--- src/rtl/branch_pkg.sv ---
// Shared encodings, FSM states and stall constants for the branch controller.
package branch_pkg;

  typedef enum logic [2:0] {
    BR_NONE  = 3'd0,
    BR_BEQ   = 3'd1,
    BR_BNE   = 3'd2,
    BR_BGTZ  = 3'd3,
    BR_BLTZ  = 3'd4,
    BR_BGEZ  = 3'd5,
    BR_BLEZ  = 3'd6,
    BR_NONE7 = 3'd7
  } br_type_t;

  typedef enum logic [1:0] {
    IDLE    = 2'd0,
    STALL   = 2'd1,
    RESOLVE = 2'd2
  } state_t;

  localparam logic [1:0] LOAD_EX_STALL = 2'd2;
  localparam logic [1:0] ALU_EX_STALL  = 2'd1;

  function automatic logic is_branch(input logic [2:0] t);
    return (t >= BR_BEQ) && (t <= BR_BLEZ);
  endfunction

  function automatic logic uses_rt(input logic [2:0] t);
    return (t == BR_BEQ) || (t == BR_BNE);
  endfunction

  // Register 0 is hardwired, so it can never carry a dependency.
  function automatic logic src_hit(input logic [4:0] src, input logic [4:0] wa);
    return (src != 5'd0) && (src == wa);
  endfunction

endpackage

--- src/rtl/branch_stat_ctr.sv ---
// Saturating statistics counter with enable.
module branch_stat_ctr #(
  parameter int STAT_W = 32
) (
  input  logic              clk,
  input  logic              rst_n,
  input  logic              en,
  output logic [STAT_W-1:0] cnt
);

  logic [STAT_W-1:0] cnt_r;

  // Count enabled cycles, holding at all-ones once reached.
  always_ff @(posedge clk or negedge rst_n) begin
    if (!rst_n) begin
      cnt_r <= '0;
    end else if (en && (cnt_r != {STAT_W{1'b1}})) begin
      cnt_r <= cnt_r + {{(STAT_W-1){1'b0}}, 1'b1};
    end else begin
      cnt_r <= cnt_r;
    end
  end

  assign cnt = cnt_r;

endmodule

--- src/rtl/branch_ctrl.sv ---
// ID-stage branch hazard controller. Define BRANCH_STATS_EN to build the
// statistics counters; otherwise the stat ports are tied to zero.
module branch_ctrl
  import branch_pkg::*;
#(
  parameter int STAT_W = 32
) (
  input  logic              clk,
  input  logic              rst_n,
  input  logic              id_valid,
  input  logic [2:0]        id_branchType,
  input  logic [4:0]        id_rs,
  input  logic [4:0]        id_rt,
  input  logic              ex_regWrite,
  input  logic              ex_memRead,
  input  logic [4:0]        ex_wa,
  input  logic              mem_memRead,
  input  logic [4:0]        mem_wa,
  input  logic              branchAvail,
  input  logic              ext_flush,
  output logic              stall_id,
  output logic              bubble_ex,
  output logic              pc_sel,
  output logic              flush_if,
  output logic [STAT_W-1:0] stat_total,
  output logic [STAT_W-1:0] stat_taken,
  output logic [STAT_W-1:0] stat_stall
);

  state_t     state_r, state_nxt_s;
  logic [1:0] cnt_r, cnt_nxt_s;
  logic [1:0] n_s;
  logic       br_s, rt_used_s, dep_ex_s, dep_mem_s;
  logic       stall_s, pc_s;

  assign br_s      = id_valid && is_branch(id_branchType);
  assign rt_used_s = uses_rt(id_branchType);
  assign dep_ex_s  = ex_regWrite &&
                     (src_hit(id_rs, ex_wa) || (rt_used_s && src_hit(id_rt, ex_wa)));
  assign dep_mem_s = mem_memRead &&
                     (src_hit(id_rs, mem_wa) || (rt_used_s && src_hit(id_rt, mem_wa)));

  // Worst-case stall count for the branch sitting in ID.
  always_comb begin
    n_s = 2'd0;
    if (dep_ex_s && ex_memRead) begin
      n_s = LOAD_EX_STALL;
    end else if (dep_ex_s || dep_mem_s) begin
      n_s = ALU_EX_STALL;
    end else begin
      n_s = 2'd0;
    end
  end

  // Next state and hazard outputs; the counter holds the stall cycles still
  // owed including the current one, so exactly N stall cycles are issued.
  always_comb begin
    state_nxt_s = IDLE;
    cnt_nxt_s   = 2'd0;
    stall_s     = 1'b0;
    pc_s        = 1'b0;
    if (!rst_n || ext_flush || !br_s) begin
      state_nxt_s = IDLE;
      cnt_nxt_s   = 2'd0;
    end else begin
      case (state_r)
        IDLE: begin
          if (n_s == 2'd0) begin
            pc_s = branchAvail;
          end else begin
            stall_s     = 1'b1;
            cnt_nxt_s   = n_s - 2'd1;
            state_nxt_s = (n_s == 2'd1) ? RESOLVE : STALL;
          end
        end
        STALL: begin
          stall_s = 1'b1;
          if (cnt_r > 2'd1) begin
            cnt_nxt_s   = cnt_r - 2'd1;
            state_nxt_s = STALL;
          end else begin
            cnt_nxt_s   = 2'd0;
            state_nxt_s = RESOLVE;
          end
        end
        RESOLVE: begin
          pc_s = branchAvail;
        end
        default: begin
          state_nxt_s = IDLE;
          cnt_nxt_s   = 2'd0;
        end
      endcase
    end
  end

  // FSM state and stall counter registers.
  always_ff @(posedge clk or negedge rst_n) begin
    if (!rst_n) begin
      state_r <= IDLE;
      cnt_r   <= 2'd0;
    end else begin
      state_r <= state_nxt_s;
      cnt_r   <= cnt_nxt_s;
    end
  end

  assign stall_id  = stall_s;
  assign bubble_ex = stall_s;
  assign pc_sel    = pc_s;
  assign flush_if  = pc_s;

`ifdef BRANCH_STATS_EN
  logic resolve_s;
  assign resolve_s = rst_n && !ext_flush && br_s &&
                     ((state_r == RESOLVE) || ((state_r == IDLE) && (n_s == 2'd0)));

  branch_stat_ctr #(.STAT_W(STAT_W)) u_stat_total (
    .clk(clk), .rst_n(rst_n), .en(resolve_s), .cnt(stat_total)
  );
  branch_stat_ctr #(.STAT_W(STAT_W)) u_stat_taken (
    .clk(clk), .rst_n(rst_n), .en(resolve_s && branchAvail), .cnt(stat_taken)
  );
  branch_stat_ctr #(.STAT_W(STAT_W)) u_stat_stall (
    .clk(clk), .rst_n(rst_n), .en(stall_s), .cnt(stat_stall)
  );
`else
  assign stat_total = '0;
  assign stat_taken = '0;
  assign stat_stall = '0;
`endif

endmodule

--- config.mk ---
export PLATFORM = sky130hd
export DESIGN_NAME = branch_ctrl
export DESIGN_NICKNAME = d
export VERILOG_FILES = /design/src/rtl/branch_pkg.sv /design/src/rtl/branch_stat_ctr.sv /design/src/rtl/branch_ctrl.sv
export SDC_FILE = /design/constraint.sdc
export NUM_CORES = 1
export LEC_CHECK = 0
export ABC_CLOCK_PERIOD_IN_PS = 2850
export BUFFER_PORTS_ARGS = -buffer_cell sky130_fd_sc_hd__buf_2
export CAP_MARGIN = 5
export CORE_MARGIN = 2
export CORE_UTILIZATION = 28
export DETAILED_ROUTE_END_ITERATION = 8
export GPL_TIMING_DRIVEN = 0
export MAX_ROUTING_LAYER = met4
export PLACE_DENSITY = 0.67
export SYNTH_ARGS = -nofsm -noshare
export SYNTH_HDL_FRONTEND = slang
export SYNTH_SLANG_ARGS = --single-unit
--- constraint.sdc ---
create_clock -name clk -period 2.85 [get_ports clk]
set_input_delay 0.4275 -clock clk [delete_from_list [all_inputs] [get_ports clk]]
set_output_delay 0.4275 -clock clk [all_outputs]
set_load 0.005 [all_outputs]
==> impl_results.rst <==
.. list-table::
   :header-rows: 1

   * - Metric
     - Value
   * - Result of the run
     - finished, final reports clean
   * - CTS clk-pin slew, worst paths
     - approximately 0.030 ns
   * - Final number of hold-violating endpoints
     - 0
   * - Pin count of the biggest net entering global routing
     - 7
   * - Largest fanout on the critical path
     - 3
   * - Mapped Area
     - 1220 um2
   * - Sum of negative setup slack
     - 0 ns
   * - Number of buffers added for setup after CTS
     - 0
   * - Overall routed net length
     - about 2.4 mm
   * - Number of storage elements in the synthesis netlist
     - 4
   * - Startpoint of the most critical setup path
     - id_rs[0]
   * - Vias per cell
     - between 3 and 4
   * - Final cycle utilization of the critical path
     - 93.0%
   * - Total CTS buffers
     - 3
   * - Number of nets in the finished design
     - 321
   * - Number of sinks driven by the clock tree
     - 4
   * - DRC marker count from the first detailed-route iteration
     - 13
   * - Cell row count
     - 24
   * - Detailed-route DRC error count
     - 0
   * - # Max-Cap Violations
     - 0
   * - Fraction of final layout cells sized beyond drive strength 1
     - a little under half
   * - Kind of path behind the tightest hold check
     - primary input to async pin
   * - Total power after layout
     - 0.000377 W
   * - Category of the worst setup path launch point
     - primary input
   * - Number of buffers inserted for hold repair after clock tree synthesis
     - 0
   * - Crit path kind
     - primary input to primary output
   * - Filler cell count in the final layout
     - 454
   * - Most frequent standard cell in the layout excluding fill and tap cells
     - buf_4
   * - CTS tree
     - done
   * - Worst Clk Skew
     - 0.000574 ns
   * - Share of async-settable or async-resettable flops after synthesis
     - 100%
   * - Number of instances in the synthesized netlist
     - approximately 160
   * - Standby leakage power
     - 1.18 nW
   * - Area of the core
     - about 4300 um2
   * - Worst skew pair latency
     - between 0.2 and 0.25 ns
   * - Min Hold Slack
     - 0.0215 ns
   * - Commonest cells after routing, fill and taps aside
     - buf_4 (98), conb_1 (96), buf_2 (34)
   * - Buffers added on ports
     - 34
   * - Peak clock frequency supported by timing
     - 0.377 GHz
   * - Clock Root Buffer
     - clkbuf_8
   * - Overall die height
     - around 70 um
   * - Initial standard-cell utilization of the core
     - 28.5%
   * - Maximum count of clock buffers along a single path
     - 2
   * - Arrival time at the worst endpoint
     - 2.22 ns
   * - Half-perimeter wire length of the detailed placement result
     - 2.38 mm
   * - Ys Warns
     - 0
   * - Wire length of the first global-routing pass
     - 3.64 mm
   * - Post-layout min period
     - 2.65 ns
   * - Number of iterations in the first detailed-routing pass
     - 4
   * - Netlist cell types
     - 25
   * - Chip width
     - around 70 um
   * - Worst setup EP type
     - primary output
   * - Number of enable-type register cells in the synthesized netlist
     - 0
   * - Number of global-route vias before repair
     - roughly 860
   * - Peak supply drop
     - 0.000118 V
   * - Sequential element share of the synthesized area
     - 8.18%
   * - DR vias
     - approximately 1000
   * - Antenna viol nets, final
     - 0
   * - Most common flop cell mapped by yosys
     - dfrtp_1
   * - Antenna diode instance count
     - 0
   * - Post-synthesis to final-layout area growth
     - 51.7%
   * - Avg Inst Size Synth
     - 7.84 um2
   * - Top-Level Pins
     - approximately 130
   * - Average wire length per cell after detail routing
     - roughly 7.2 um
   * - WP data required
     - 2.42 ns
   * - Multi-input logic area
     - 741 um2
   * - Area after DPL
     - 1820 um2
   * - Level count of the clock H-tree
     - 1
   * - PwrDens
     - 203 nW/um2
   * - Layout Cell Area excl Fill
     - 1860 um2
   * - Setup repair after global routing missed its margin
     - false
   * - Initial antenna violation count
     - 0
   * - Remaining global-route overflow
     - 0
   * - Sequential Area
     - 100 um2
   * - Setup-failing EPs final
     - 0
   * - Critical register-to-register path startpoint
     - state_r[1]$_DFF_PN0_
   * - GRT Overall Usage
     - 9.18%
   * - Routability-driven placement congestion ratio
     - 0.774
   * - Floorplan die area
     - 4910 um2
   * - Number of gates resized after CTS
     - 0
   * - Final number of max-transition violations
     - 0
==> layout make-up <==
cell class / instances / area share, %
sequential: 4 / 5.39
inverter: 1 / 0.202
buffer: 98 / 39.6
timing repair buffer: 34 / 9.16
clock buffer: 3 / 2.22
multi-input combinational: 148 / 39.9
tap: 52 / 3.50
==> synth_stat cells, types with 2 or more instances <==
cell | count | area (um2)
nand2_1 | 2 | 7.51
nand3_1 | 3 | 15.0
nor2_1 | 2 | 7.51
dfrtp_1 | 4 | 100
buf_4 | 98 | 736
xnor2_1 | 11 | 96.3
nor3_1 | 3 | 15.0
xor2_1 | 10 | 87.6
a21oi_1 | 3 | 15.0
nor4_1 | 4 | 25.0
nand4_1 | 2 | 12.5
==> cell families after synthesis <==
| family | count (synthesis) | share of synthesized area, % |
|---|---|---|
| AND/OR/NAND/NOR | 22 | 10.1 |
| buffers and inverters | 99 | 60.4 |
| XOR/XNOR | 21 | 15.0 |
| flip-flops | 4 | 8.18 |
| AO/OA/AOI/OAI | 9 | 5.93 |
| other | 1 | 0.306 |
==> where the power goes <==
| group | total (W) | internal (W) | leakage [nW] | switching (W) |
|---|---|---|---|---|
| logic | 0.000201 | 0.000119 | 1.10 | 0.0000820 |
| clock network | 0.000118 | 0.0000899 | 0.0216 | 0.0000282 |
| registers | 0.0000574 | 0.0000573 | 0.0559 | 0.0000000552 |
==> routing by layer <==
metal  GRT usage [%]  vias to the layer above  routed length [um]
li1                -                      578                   -
met1            10.6                      390                 927
met2            16.4                       75                1180
met3            1.44                        2                 319
met4            2.56                        0                  20
met5               -                        -                   0
==> final timing paths <==
| kind | to | slack (ns) | cells after the start |
|---|---|---|---|
| worst min register to register | state_r[1]$_DFF_PN0_ | 0.52 | 1 |
| max in group asynchronous | state_r[1]$_DFF_PN0_ | 2.70 | 1 |
| worst max-delay path | pc_sel | 0.20 | 9 |
| worst max register to register | state_r[1]$_DFF_PN0_ | 1.69 | 3 |
| worst min-delay path | cnt_r[0]$_DFF_PN0_ | 0.02 | 1 |
| min in group clk | state_r[1]$_DFF_PN0_ | 0.52 | 1 |
==> stage by stage <==
step                util, %  setup slack (ns)  std cells
floorplan                 -             0.534        251
global placement       42.3             0.223        337
detailed placement     42.3             0.214        337
CTS                    43.2             0.190        340
global route           43.2             0.116        340
finish                 43.2             0.198        340
==> sequential cells by signal, summed over array words and instances, names as in the netlist <==
register,count
cnt_r,2
state_r,2
==> worst max-delay path, cell delays in order <==
cell and delay (ns):
buf_2 0.12, or4_1 0.53, nor2_2 0.12, nor4_1 0.06, a21o_1 0.19, a211oi_2 0.32, o2111a_1 0.24, buf_4 0.11
buf_2 0.09
(Power assumes the default switching activity.)
